File: src/rtl/normalize_pkg.sv
// Shared types and constants for the multi-cycle left-normalizer.
package normalize_pkg;

  localparam int MANT_W    = 64;
  localparam int EXP_W     = 7;
  localparam int CNT_W     = 7;
  localparam int NORM_STEP = 8;

  localparam logic [CNT_W-1:0] NORM_ZERO_COUNT = 7'd127;

  typedef enum logic [1:0] {
    IDLE,
    SHIFT,
    DONE
  } norm_state_t;

  typedef enum logic [2:0] {
    STEP_COARSE,
    STEP_FINE,
    STEP_FINAL,
    STEP_ZERO,
    STEP_UNFL
  } norm_step_kind_t;

  typedef struct packed {
    logic [MANT_W-1:0] mant;
    logic [EXP_W-1:0]  exp;
    logic [CNT_W-1:0]  count;
  } norm_op_t;

  // A terminal step ends the SHIFT phase and produces the result.
  function automatic logic is_terminal(input norm_step_kind_t kind);
    return (kind == STEP_FINAL) || (kind == STEP_ZERO) || (kind == STEP_UNFL);
  endfunction

endpackage

File: src/rtl/normalize_step.sv
// Combinational single step of the normalizer; NORM_BYTE_STEP_EN adds the 8-bit coarse step.
module norm_step
  import normalize_pkg::*;
(
  input  norm_op_t        cur,
  output norm_op_t        nxt,
  output norm_step_kind_t kind
);

  always_comb begin
    // NOTE: defaults first so every path assigns every output and no latch is inferred.
    nxt  = cur;
    kind = STEP_FINAL;

    if (cur.mant == '0) begin
      kind      = STEP_ZERO;
      nxt.exp   = '0;
      nxt.count = NORM_ZERO_COUNT;
    end else if (cur.mant[MANT_W-1]) begin
      kind = STEP_FINAL;
`ifdef NORM_BYTE_STEP_EN
    end else if ((cur.mant[MANT_W-1 -: NORM_STEP] == '0) &&
                 (cur.exp >= EXP_W'(NORM_STEP))) begin
      kind      = STEP_COARSE;
      nxt.mant  = cur.mant << NORM_STEP;
      nxt.exp   = cur.exp - EXP_W'(NORM_STEP);
      nxt.count = cur.count + CNT_W'(NORM_STEP);
`endif
    end else if (cur.exp != '0) begin
      kind      = STEP_FINE;
      nxt.mant  = cur.mant << 1;
      nxt.exp   = cur.exp - EXP_W'(1);
      nxt.count = cur.count + CNT_W'(1);
    end else begin
      // Exponent exhausted before bit 63 was reached: flush, keep the shifts done so far.
      kind     = STEP_UNFL;
      nxt.mant = '0;
      nxt.exp  = '0;
    end
  end

endmodule

File: src/rtl/normalize.sv
// Multi-cycle left-normalizer with valid/ready handshakes on both sides.
// Optional macro NORM_BYTE_STEP_EN enables 8-bit coarse steps (latency only).
module normalize
  import normalize_pkg::*;
(
  input  logic              clk,
  input  logic              reset_n,
  input  logic              in_valid,
  output logic              in_ready,
  input  logic [MANT_W-1:0] in_mant,
  input  logic [EXP_W-1:0]  in_exp,
  output logic              out_valid,
  input  logic              out_ready,
  output logic [MANT_W-1:0] out_mant,
  output logic [EXP_W-1:0]  out_exp,
  output logic [CNT_W-1:0]  out_count,
  output logic              out_zero,
  output logic              out_unfl
);

  norm_state_t     state_q, state_d;
  norm_op_t        work_q, work_d;
  norm_op_t        res_q, res_d;
  logic            zero_q, zero_d;
  logic            unfl_q, unfl_d;
  norm_op_t        step_nxt;
  norm_step_kind_t step_kind;

  norm_step u_step (
    .cur  (work_q),
    .nxt  (step_nxt),
    .kind (step_kind)
  );

  always_comb begin
    state_d = state_q;
    work_d  = work_q;
    res_d   = res_q;
    zero_d  = zero_q;
    unfl_d  = unfl_q;

    unique case (state_q)
      IDLE: begin
        if (in_valid) begin
          work_d  = '{mant: in_mant, exp: in_exp, count: '0};
          state_d = SHIFT;
        end
      end
      SHIFT: begin
        work_d = step_nxt;
        // The result register is only written at the end, so no partial value is ever shown.
        if (is_terminal(step_kind)) begin
          res_d   = step_nxt;
          zero_d  = (step_kind == STEP_ZERO);
          unfl_d  = (step_kind == STEP_UNFL);
          state_d = DONE;
        end
      end
      DONE: begin
        if (out_ready) begin
          zero_d  = 1'b0;
          unfl_d  = 1'b0;
          state_d = IDLE;
        end
      end
      default: state_d = IDLE;
    endcase
  end

  // NOTE: the datapath registers are reset along with the state so outputs read 0 out of reset.
  always_ff @(posedge clk or negedge reset_n) begin
    if (!reset_n) begin
      state_q <= IDLE;
      work_q  <= '0;
      res_q   <= '0;
      zero_q  <= 1'b0;
      unfl_q  <= 1'b0;
    end else begin
      // NOTE: non-blocking so every register samples pre-edge values regardless of order.
      state_q <= state_d;
      work_q  <= work_d;
      res_q   <= res_d;
      zero_q  <= zero_d;
      unfl_q  <= unfl_d;
    end
  end

  assign in_ready  = (state_q == IDLE);
  assign out_valid = (state_q == DONE);
  assign out_mant  = res_q.mant;
  assign out_exp   = res_q.exp;
  assign out_count = res_q.count;
  assign out_zero  = zero_q;
  assign out_unfl  = unfl_q;

endmodule
File: config.mk
export PLATFORM = sky130hd
export DESIGN_NAME = normalize
export DESIGN_NICKNAME = d
export VERILOG_FILES = /design/src/rtl/normalize_pkg.sv /design/src/rtl/normalize_step.sv /design/src/rtl/normalize.sv
export SDC_FILE = /design/constraint.sdc
export NUM_CORES = 1
export LEC_CHECK = 0
export ABC_CLOCK_PERIOD_IN_PS = 2640
export CORE_AREA = 2 2 159 161
export DETAILED_ROUTE_END_ITERATION = 8
export DIE_AREA = 0 0 161 163
export SLEW_MARGIN = 10
export SYNTH_ARGS = -nofsm -noshare
export SYNTH_HDL_FRONTEND = slang
export SYNTH_HIERARCHICAL = 1
export SYNTH_SLANG_ARGS = --single-unit
File: constraint.sdc
create_clock -name clk -period 2.64 [get_ports clk]
set_input_delay 0.792 -clock clk [delete_from_list [all_inputs] [get_ports clk]]
set_output_delay 0.792 -clock clk [all_outputs]
set_load 0.05 [all_outputs]
==> flow_summary.ini, run 1 <==
[run_status]
status = finished with violations
violations = negative setup slack

[power_and_ir_drop]
switching_share_pct = 44.92
pwr-share-comb_pct = 57.2
power.leakage_uw = 0.005142
irDropWorstVdd_v = 0.0006161
intPower_uw = 8932
powerDensity_mw_per_mm2 = 1365
seqPwrFrac_pct = 26.9
pwr-share-clk_pct = 15.8
p_sw_uw = 7286

[synthesis]
synth_area_mm2 = 0.008468
synth_edf_count = 0
synth_commonest_cells = 160 x dfrtp_1, 155 x nand2_1, 134 x o21ai_0, 75 x nor2b_1, 74 x a21oi_1
synthSimpleGateAreaFrac_pct = 16.81
synth_top_area_cell = dfrtp_1
ys_types = 49
ys_ff_latch = 160
synth_fa_ha_area_share_pct = 0.4433
synthXorXnorAreaFrac_pct = 1.241
synth_top_area_share_pct = 47.28
synthTopCellsByArea = dfrtp_1 47%, mux2_2 9.2%, o21ai_0 7.9%
yosysMostFrequentCell = dfrtp_1
yosysSeqAreaShare_pct = 47.28
synthMuxAreaShare_pct = 9.560
synth_top_family_by_area = compound AO/OA/AOI/OAI gates
synth_compound_area_share_pct = 20.73
synth_cells = 909
ys.flop_type = dfrtp_1
yosysWarnings = 6
async_flop_share_pct = 100.0
postSynthAreaPerCell_um2 = 9.316
syn_nets = 987

[global_routing]
grt_pass1_wl_um = 42400
gr-total-overflow = 0
antenna_found_initial = 0
grt_max_degree = 77
grt_usage_pct = 20.56
grt_pass1_vias = 7469

[layout]
nFillCells = 2330
drive_gt1_share_pct = 20.62
nets = 1190
antenna_cells = 0
regArea_mm2 = 0.004013
multi_input_area_mm2 = 0.004370
syn2layout_area_growth_pct = 40.28
final_util_pct = 48.14

[clocking]
cts_tree = built
h-tree-depth = 4
cts_made_buffers = 17
cts-root-buf = clkbuf_16
clk_path_buf_depth = 2
clock_latency_ns = 0.43
path_clk_slew_ns = 0.07
cts_sinks = 160
cts_hold_buf = 0

[detailed_routing]
drt_iter0_drc = 519
remaining_drc_errors = 0
first_pass_iters = 5
antenna_left = 0
vias = 7676
vias_per_cell = 5.276
wl_per_cell_um = 18.65
wirelength_um = 27130

[setup_path]
cp_cell_sequence = nor4_4, nand4_1, buf_4, nor4_4, nor3_2, buf_4, nor2b_4, o21ai_4, buf_12, clkbuf_16, mux2_4
crit_path_end_kind = register
slowest_stage = dfrtp_1
path_class = reg -> reg
path_buf_inv = 4
critical-path-top-delay-family = simple AND/OR/NAND/NOR gates
crit_path_max_incr_delay_ns = 0.42
crit_fanout = 8
critPathLaunchType = register
arrival_ns = 3.06
critPathRequiredTime_ns = 2.95

[timing]
period_needed_ns = 2.744
period_share_pct = 103.9
slew_viol_final = 0
fmax_ghz = 0.3645
setup_tns_ns = -6.317
rsz0062_at_grt = true
worstMarginPinSlew_ns = 0.6429
setup_viol = 76
hold_viol = 0
relSlewSlack_pct = 57.14
setup_ws_ns = -0.1037
skew_ns = 0.008695

[place]
io_buffers = 156
gp_congestion = 0.8131
dp_hpwl_um = 17680
post-place-ws_ns = -0.2510

[die]
row_count = 58
chipWidth_um = 161
die-area_mm2 = 0.02624
initial_core_util_pct = 34.32
coreArea_mm2 = 0.02467
ios = 157
die_h_um = 163

[hold_path]
hold_class = in -> async

[run]
maxCapViolations = 0
-- logic make-up (layout without fill, tap and decap cells) --
logic type      Yosys count  count (layout)
xor+xnor                 12              12
simple gates            282             282
compound gates          301             301
fa+ha+maj                 3               3
buf+inv                  79             295
mux                      72              72
flops                   160             160
-- metal layers --
metal | global-route usage [%] | wire, µm
met1 | 29.35 | 12630
met2 | 31.35 | 12330
met3 | 4.202 | 1803
met4 | 6.494 | 370
met5 | 0 | 0
-- area by class of cell --
type	instances	area share, %
clock buffers	22	3.908
well taps	330	3.476
clock inverters	10	1.138
repair buffers	257	20.72
multi-input cells	670	36.79
inverters	6	0.1896
flip-flops and latches	160	33.78
-- final timing paths --
check                                  start  slack (ns)            to  cells after the start
worst min register to register  out_mant[61]        0.50  out_mant[61]                      1
max in group asynchronous            reset_n        1.65    work_q[46]                      2
worst min-delay path                 reset_n        0.29    work_q[16]                      1
worst max-delay path              work_q[32]       -0.10  out_mant[41]                     11
worst max register to register    work_q[32]       -0.10  out_mant[41]                     11
min in group clk                out_mant[61]        0.50  out_mant[61]                      1
-- power groups by stage --
stage	combinational [µW]	sequential [µW]	clock (µW)
2_1_floorplan	3800	6000	0
3_3_place_gp	8660	4310	0
3_5_place_dp	8750	4320	0
4_1_cts	8900	4310	2620
5_1_grt	10100	4510	2720
6_report	9280	4360	2570
-- stage by stage --
step           area [µm²]  hold WS [ns]  instances  total power, µW
2_1_floorplan        8476        0.4657        909             9803
3_3_place_gp        10930        0.4781       1414            12970
3_5_place_dp        10930        0.4851       1414            13080
4_1_cts             11610        0.2986       1450            15830
5_1_grt             11880        0.3188       1455            17290
6_report            11880        0.2935       1455            16220
-- placed cells by master, fill, tap and decap left out, types with 7 or more instances in the layout --
master,synthesis,routed
a21oi_1,74,74
nand2_1,155,154
o21ai_0,134,134
mux2_4,0,34
o2bb2ai_1,7,7
nor4_2,4,8
clkbuf_16,0,19
dfrtp_1,160,155
nor2_1,8,8
a22oi_1,72,72
nor4_1,13,7
nor2b_1,75,72
clkdlybuf4s50_1,0,152
mux2_2,69,35
buf_4,1,93
-- registers in the layout, indices dropped and copies added (netlist names) --
signal     flops
out_exp        7
out_zero       1
state_q        2
work_q        78
out_unfl       1
out_count      7
out_mant      64
-- repair_timing --
action,4_1_cts,5_1_grt
resized for setup,5,45
pin swaps,0,6
gates cloned,1,2
endpoints found under the setup margin,81,82
buffers inserted,3,3
Note: power is estimated with default switching activity, not from simulation.
==> run 2, diff against run 1 <==
--- a/config.mk
+++ b/config.mk
@@ -6,9 +6,12 @@
 export NUM_CORES = 1
 export LEC_CHECK = 0
 export ABC_CLOCK_PERIOD_IN_PS = 2640
+export CELL_PAD_IN_SITES_DETAIL_PLACEMENT = 0
+export CELL_PAD_IN_SITES_GLOBAL_PLACEMENT = 1
 export CORE_AREA = 2 2 159 161
 export DETAILED_ROUTE_END_ITERATION = 8
 export DIE_AREA = 0 0 161 163
+export PLACE_DENSITY_LB_ADDON = 0.1
 export SLEW_MARGIN = 10
 export SYNTH_ARGS = -nofsm -noshare
 export SYNTH_HDL_FRONTEND = slang
==> run 2 against run 1 <==
- highest routed layer unchanged
- the flow still finishes with violations (negative setup slack)
- critical endpoint is now out_mant[32]
- count of clock-buffer cells in the layout is 2 lower
- largest cell class unchanged
- clock skew rose by 0.0042 ns
- flip-flop and latch count unchanged
==> flow_summary.ini, run 2 (synthesis results as in run 1) <==
[layout]
nets = 1203
mostFrequentLayoutCell = dfrtp_1
antenna_cells = 0
largest_reg_flops = 78
drive_gt1_share_pct = 22.50
layout_common_cells = 156 x dfrtp_1, 154 x nand2_1, 152 x clkdlybuf4s50_1
top_register = work_q
regArea_mm2 = 0.004011
final_util_pct = 49.80
nFillCells = 2330
multi_input_area_mm2 = 0.004468
syn2layout_area_growth_pct = 45.11

[detailed_routing]
wirelength_um = 29740
vias = 7667
remaining_drc_errors = 0
first_pass_iters = 5
drt_iter0_drc = 590
antenna_left = 0
vias_per_cell = 5.223
wl_per_cell_um = 20.26

[hold_path]
hold_class = in -> async

[run_status]
violations = negative setup slack
status = finished with violations

[clocking]
path_clk_slew_ns = 0.07
clk_path_buf_depth = 2
cts_tree = built
cts_hold_buf = 0
cts_made_buffers = 17
clock_latency_ns = 0.43
cts_sinks = 160
h-tree-depth = 4
cts-root-buf = clkbuf_16

[setup_path]
crit_path_max_incr_delay_ns = 0.60
arrival_ns = 3.13
crit_fanout = 4
worstReg2RegEnd = out_mant[32]
crit-reg2reg-launch = work_q[66]
slowest_stage = or4_4
rrSetupSlack_ns = -0.18
cp_cell_sequence = nor4_2, buf_4, nand4_1, or4_4, nand2b_2, nor3b_4, o21ai_4, buf_6, buf_6, mux2_2
critPathRequiredTime_ns = 2.96
critPathLaunchType = register
cpMostUsedCell = buf_6
path_class = reg -> reg
reg2reg_depth = 10
crit_path_end_kind = register

[timing]
hold_viol = 0
fmax_ghz = 0.3552
worstMarginPinSlew_ns = 0.6296
slew_viol_final = 0
setup_viol = 79
holdWs_ns = 0.3044
skew_ns = 0.01287
period_share_pct = 106.6
rsz0062_at_grt = true
setup_ws_ns = -0.1755
relSlewSlack_pct = 57.64
setup_tns_ns = -10.99
period_needed_ns = 2.816

[power_and_ir_drop]
power.leakage_uw = 0.005363
powerDensity_mw_per_mm2 = 1395
total_power_uw = 17150
irDropWorstVdd_v = 0.0006640

[die]
coreArea_mm2 = 0.02467
row_count = 58
die-area_mm2 = 0.02624
ios = 157
die_h_um = 163
chipWidth_um = 161
initial_core_util_pct = 34.32

[global_routing]
grt_pass1_wl_um = 44300
gr-total-overflow = 0
grt_usage_pct = 21.83
grt_pass1_vias = 7539
antenna_found_initial = 0
grt_max_degree = 142

[place]
gp_congestion = 0.7683
io_buffers = 156
dp_hpwl_um = 17850
post-place-ws_ns = -0.2894

[run]
maxCapViolations = 0
run 2: cell types whose count changed in the layout (fill, tap and decap cells not counted), sizes merged:
cell	change
clkinv	+2
inv	+1
buf	+10
clkinvlp	-3
clkbuf	+1
bufinv	+2
run 2: worst max path at each step:
stage                from      endpoint  slack, ns  cells after the start
6_report       work_q[66]  out_mant[32]      -0.18                     10
5_1_grt        work_q[66]  out_mant[50]      -0.23                     11
4_1_cts        work_q[63]   out_mant[4]      -0.16                     10
3_5_place_dp   work_q[40]   out_mant[3]      -0.29                      9
3_3_place_gp   work_q[41]  out_mant[51]      -0.31                      9
2_1_floorplan  work_q[49]  out_mant[61]       0.02                     10
run 2: worst max-delay path, delay by kind of cell (launching register included):
family / cells / cell delay (ns)
simple gates: 5 / 1.27
buf+inv: 3 / 0.51
flops: 1 / 0.40
mux: 1 / 0.34
compound gates: 1 / 0.19
run 2: report_power, final:
part | total [µW] | internal, µW | switching, µW
sequential | 4440 | 3520 | 918
combinational | 9880 | 4250 | 5630
clock | 2820 | 1740 | 1080
run 2: what timing repair did:
item / 4_1_cts / 5_1_grt
buffers inserted: 4 / 1
setup endpoints to repair: 81 / 81
pin swaps: 2 / 7
gates resized for setup: 8 / 71
gates cloned: 2 / 8
run 2: metal layers:
metal	part of all wire (%)	up-vias	wire length [µm]	track usage, %
li1	-	3661	-	-
met2	46	188	13640	34.24
met3	3.8	19	1143	3.540
met5	0	-	0	0
met4	1.1	0	327	5.438
met1	49	3799	14630	31.53
run 2: area by class of cell:
| class | instances | area share (%) |
|---|---|---|
| multi-input combinational | 670 | 36.36 |
| clock buffer | 20 | 3.717 |
| tap | 330 | 3.360 |
| sequential | 160 | 32.64 |
| inverter | 6 | 0.1833 |
| timing repair buffer | 270 | 22.05 |
| clock inverter | 12 | 1.680 |
run 2: stage by stage:
step / instance area (µm²) / instances
after floorplan: 8476 / 909
after global placement: 11030 / 1421
after detailed placement: 11030 / 1421
after CTS: 11820 / 1459
after global routing: 12290 / 1468
final: 12290 / 1468
==> run 3, diff against run 2 <==
--- a/config.mk
+++ b/config.mk
@@ -8,9 +8,9 @@
 export ABC_CLOCK_PERIOD_IN_PS = 2640
 export CELL_PAD_IN_SITES_DETAIL_PLACEMENT = 0
 export CELL_PAD_IN_SITES_GLOBAL_PLACEMENT = 1
-export CORE_AREA = 2 2 159 161
+export CORE_AREA = 2 2 177 179
 export DETAILED_ROUTE_END_ITERATION = 8
-export DIE_AREA = 0 0 161 163
+export DIE_AREA = 0 0 179 181
 export PLACE_DENSITY_LB_ADDON = 0.1
 export SLEW_MARGIN = 10
 export SYNTH_ARGS = -nofsm -noshare
==> run 3 against run 2 <==
- the run still ends with negative setup slack left
- sequential share of layout area grew 1.2 points
- via count shrank 1.4%
- combinational power shrank 7.1%
- register-to-register slack gained 0.03 ns
- utilization shrank 11 points
- die area grew 23%
- global-route usage shrank 3.3 points
- non-clock buffer count shrank 7
- critical path type unchanged
- final cell count grew 4.0%
- fmax grew 0.94%
- count of clock-buffer cells in the layout grew 2
==> flow_summary.ini, run 3 (synthesis results as in run 1) <==
[run_status]
status = finished with violations
violations = negative setup slack

[global_routing]
grt_usage_pct = 18.56
grt_pass1_wl_um = 46200
grt_pass1_vias = 7834
gr-total-overflow = 0
antenna_found_initial = 0
grt_max_degree = 111

[die]
initial_core_util_pct = 27.90
die_h_um = 181
ios = 157
coreArea_mm2 = 0.03035
chipWidth_um = 179
die-area_mm2 = 0.03240
row_count = 64

[clocking]
path_clk_slew_ns = 0.07
cts_made_buffers = 17
clk_path_buf_depth = 2
cts_tree = built
cts-root-buf = clkbuf_16
cts_sinks = 160
h-tree-depth = 4
clock_latency_ns = 0.43
cts_hold_buf = 0

[setup_path]
critPathRequiredTime_ns = 2.96
cp_cell_sequence = nor4_4, buf_4, nand4_1, or4_1, nand2b_2, nor2b_4, o21ai_4, buf_12, buf_12, mux2_1
cpMostUsedCell = buf_12
crit_fanout = 22
slowest_stage = or4_1
crit_path_max_incr_delay_ns = 0.59
critPathLaunchType = register
crit_path_end_kind = register
path_class = reg -> reg
arrival_ns = 3.11

[timing]
setup_viol = 71
fmax_ghz = 0.3585
period_needed_ns = 2.789
worstMarginPinSlew_ns = 0.9891
setup_tns_ns = -9.071
relSlewSlack_pct = 34.06
rsz0062_at_grt = true
skew_ns = 0.01212
period_share_pct = 105.7
hold_viol = 0
slew_viol_final = 0
setup_ws_ns = -0.1493

[layout]
syn2layout_area_growth_pct = 40.06
layoutNonFillerInstCount = 1527
stdcell_area_mm2 = 0.01186
mostFrequentLayoutCell = dfrtp_1
final_util_pct = 39.08
layout_common_cells = 156 x dfrtp_1, 154 x nand2_1, 152 x clkdlybuf4s50_1
antenna_cells = 0
nets = 1196
drive_gt1_share_pct = 21.13
largest_reg_flops = 78
top_register = work_q

[detailed_routing]
first_pass_iters = 5
vias_per_cell = 4.951
wirelength_um = 29500
vias = 7560
wl_per_cell_um = 19.32
remaining_drc_errors = 0
antenna_left = 0
drt_iter0_drc = 527

[place]
dp_hpwl_um = 19120
dp_cells = 1494
dpl_cell_area_mm2 = 0.01118
io_buffers = 156
post-place-ws_ns = -0.2563
gp_congestion = 0.7843

[hold_path]
hold_class = in -> async

[power_and_ir_drop]
irDropWorstVdd_v = 0.0005381
power.leakage_uw = 0.005006
powerDensity_mw_per_mm2 = 1349

[run]
maxCapViolations = 0
[run 3: changes by cell type in the layout (fill, tap and decap cells not counted), moves of 3 or more]
| cell | delta |
|---|---|
| buf_6 | -8 |
| clkbuf_16 | -5 |
| clkinvlp_4 | +4 |
| bufinv_16 | -4 |
| o2bb2ai_2 | -6 |
| o2bb2ai_1 | +7 |
| buf_4 | +7 |
| buf_12 | +3 |
| mux2_4 | -45 |
| mux2_2 | +44 |
| clkinv_4 | -3 |
[run 3: area by class of cell]
cell class	count	area, µm²
Timing Repair Buffer	263	2522
Inverter	6	22.52
Clock buffer	22	464.2
Multi-Input combinational cell	670	4239
Clock inverter	10	102.6
Tap cell	396	495.5
Fill cell	3065	18490
Sequential cell	160	4014
[run 3: stage by stage]
step                      total power (µW)  hold WS [ns]
after detailed placement             13460        0.4843
final                                16000        0.2899
after floorplan                       9803        0.4657
after global routing                 17130        0.3000
after global placement               13470        0.4749
after CTS                            16110        0.3026
[run 3: what timing repair did]
| item | 4_1_cts | 5_1_grt |
|---|---|---|
| pin swaps | 0 | 3 |
| endpoints found under the setup margin | 80 | 102 |
| setup buffers | 1 | 2 |
| resized for setup | 9 | 9 |
| hold endpoints to repair | 0 | 0 |
[run 3: path summary, 6_finish.rpt]
| kind | startpoint | endpoint | slack, ns | cells after the start |
|---|---|---|---|---|
| worst min register to register | out_count[4] | out_count[4] | 0.50 | 1 |
| min in group clk | out_count[4] | out_count[4] | 0.50 | 1 |
| max in group asynchronous | reset_n | work_q[49] | 1.71 | 2 |
| worst max register to register | work_q[63] | out_mant[62] | -0.15 | 10 |
| worst min-delay path | reset_n | out_mant[63] | 0.29 | 1 |
| worst max-delay path | work_q[63] | out_mant[62] | -0.15 | 10 |
[run 3: metal layers]
metal  global-route usage (%)  routed length (µm)
met3                    3.851                1315
met4                    4.228                 308
met1                    26.46               14250
met2                    28.74               13630
met5                        0                   0
[run 3: critical path, delay by kind of cell (launching register included)]
family / cells / cell delay [ns]
flops: 1 / 0.41
buf+inv: 3 / 0.46
compound gates: 1 / 0.08
mux: 1 / 0.31
simple gates: 5 / 1.40
[run 3: power by group]
group / internal (µW) / switching [µW] / leakage [µW]
clock: 1360 / 1110 / 0.000260
combinational: 3740 / 5430 / 0.00272
sequential: 3530 / 826 / 0.00203
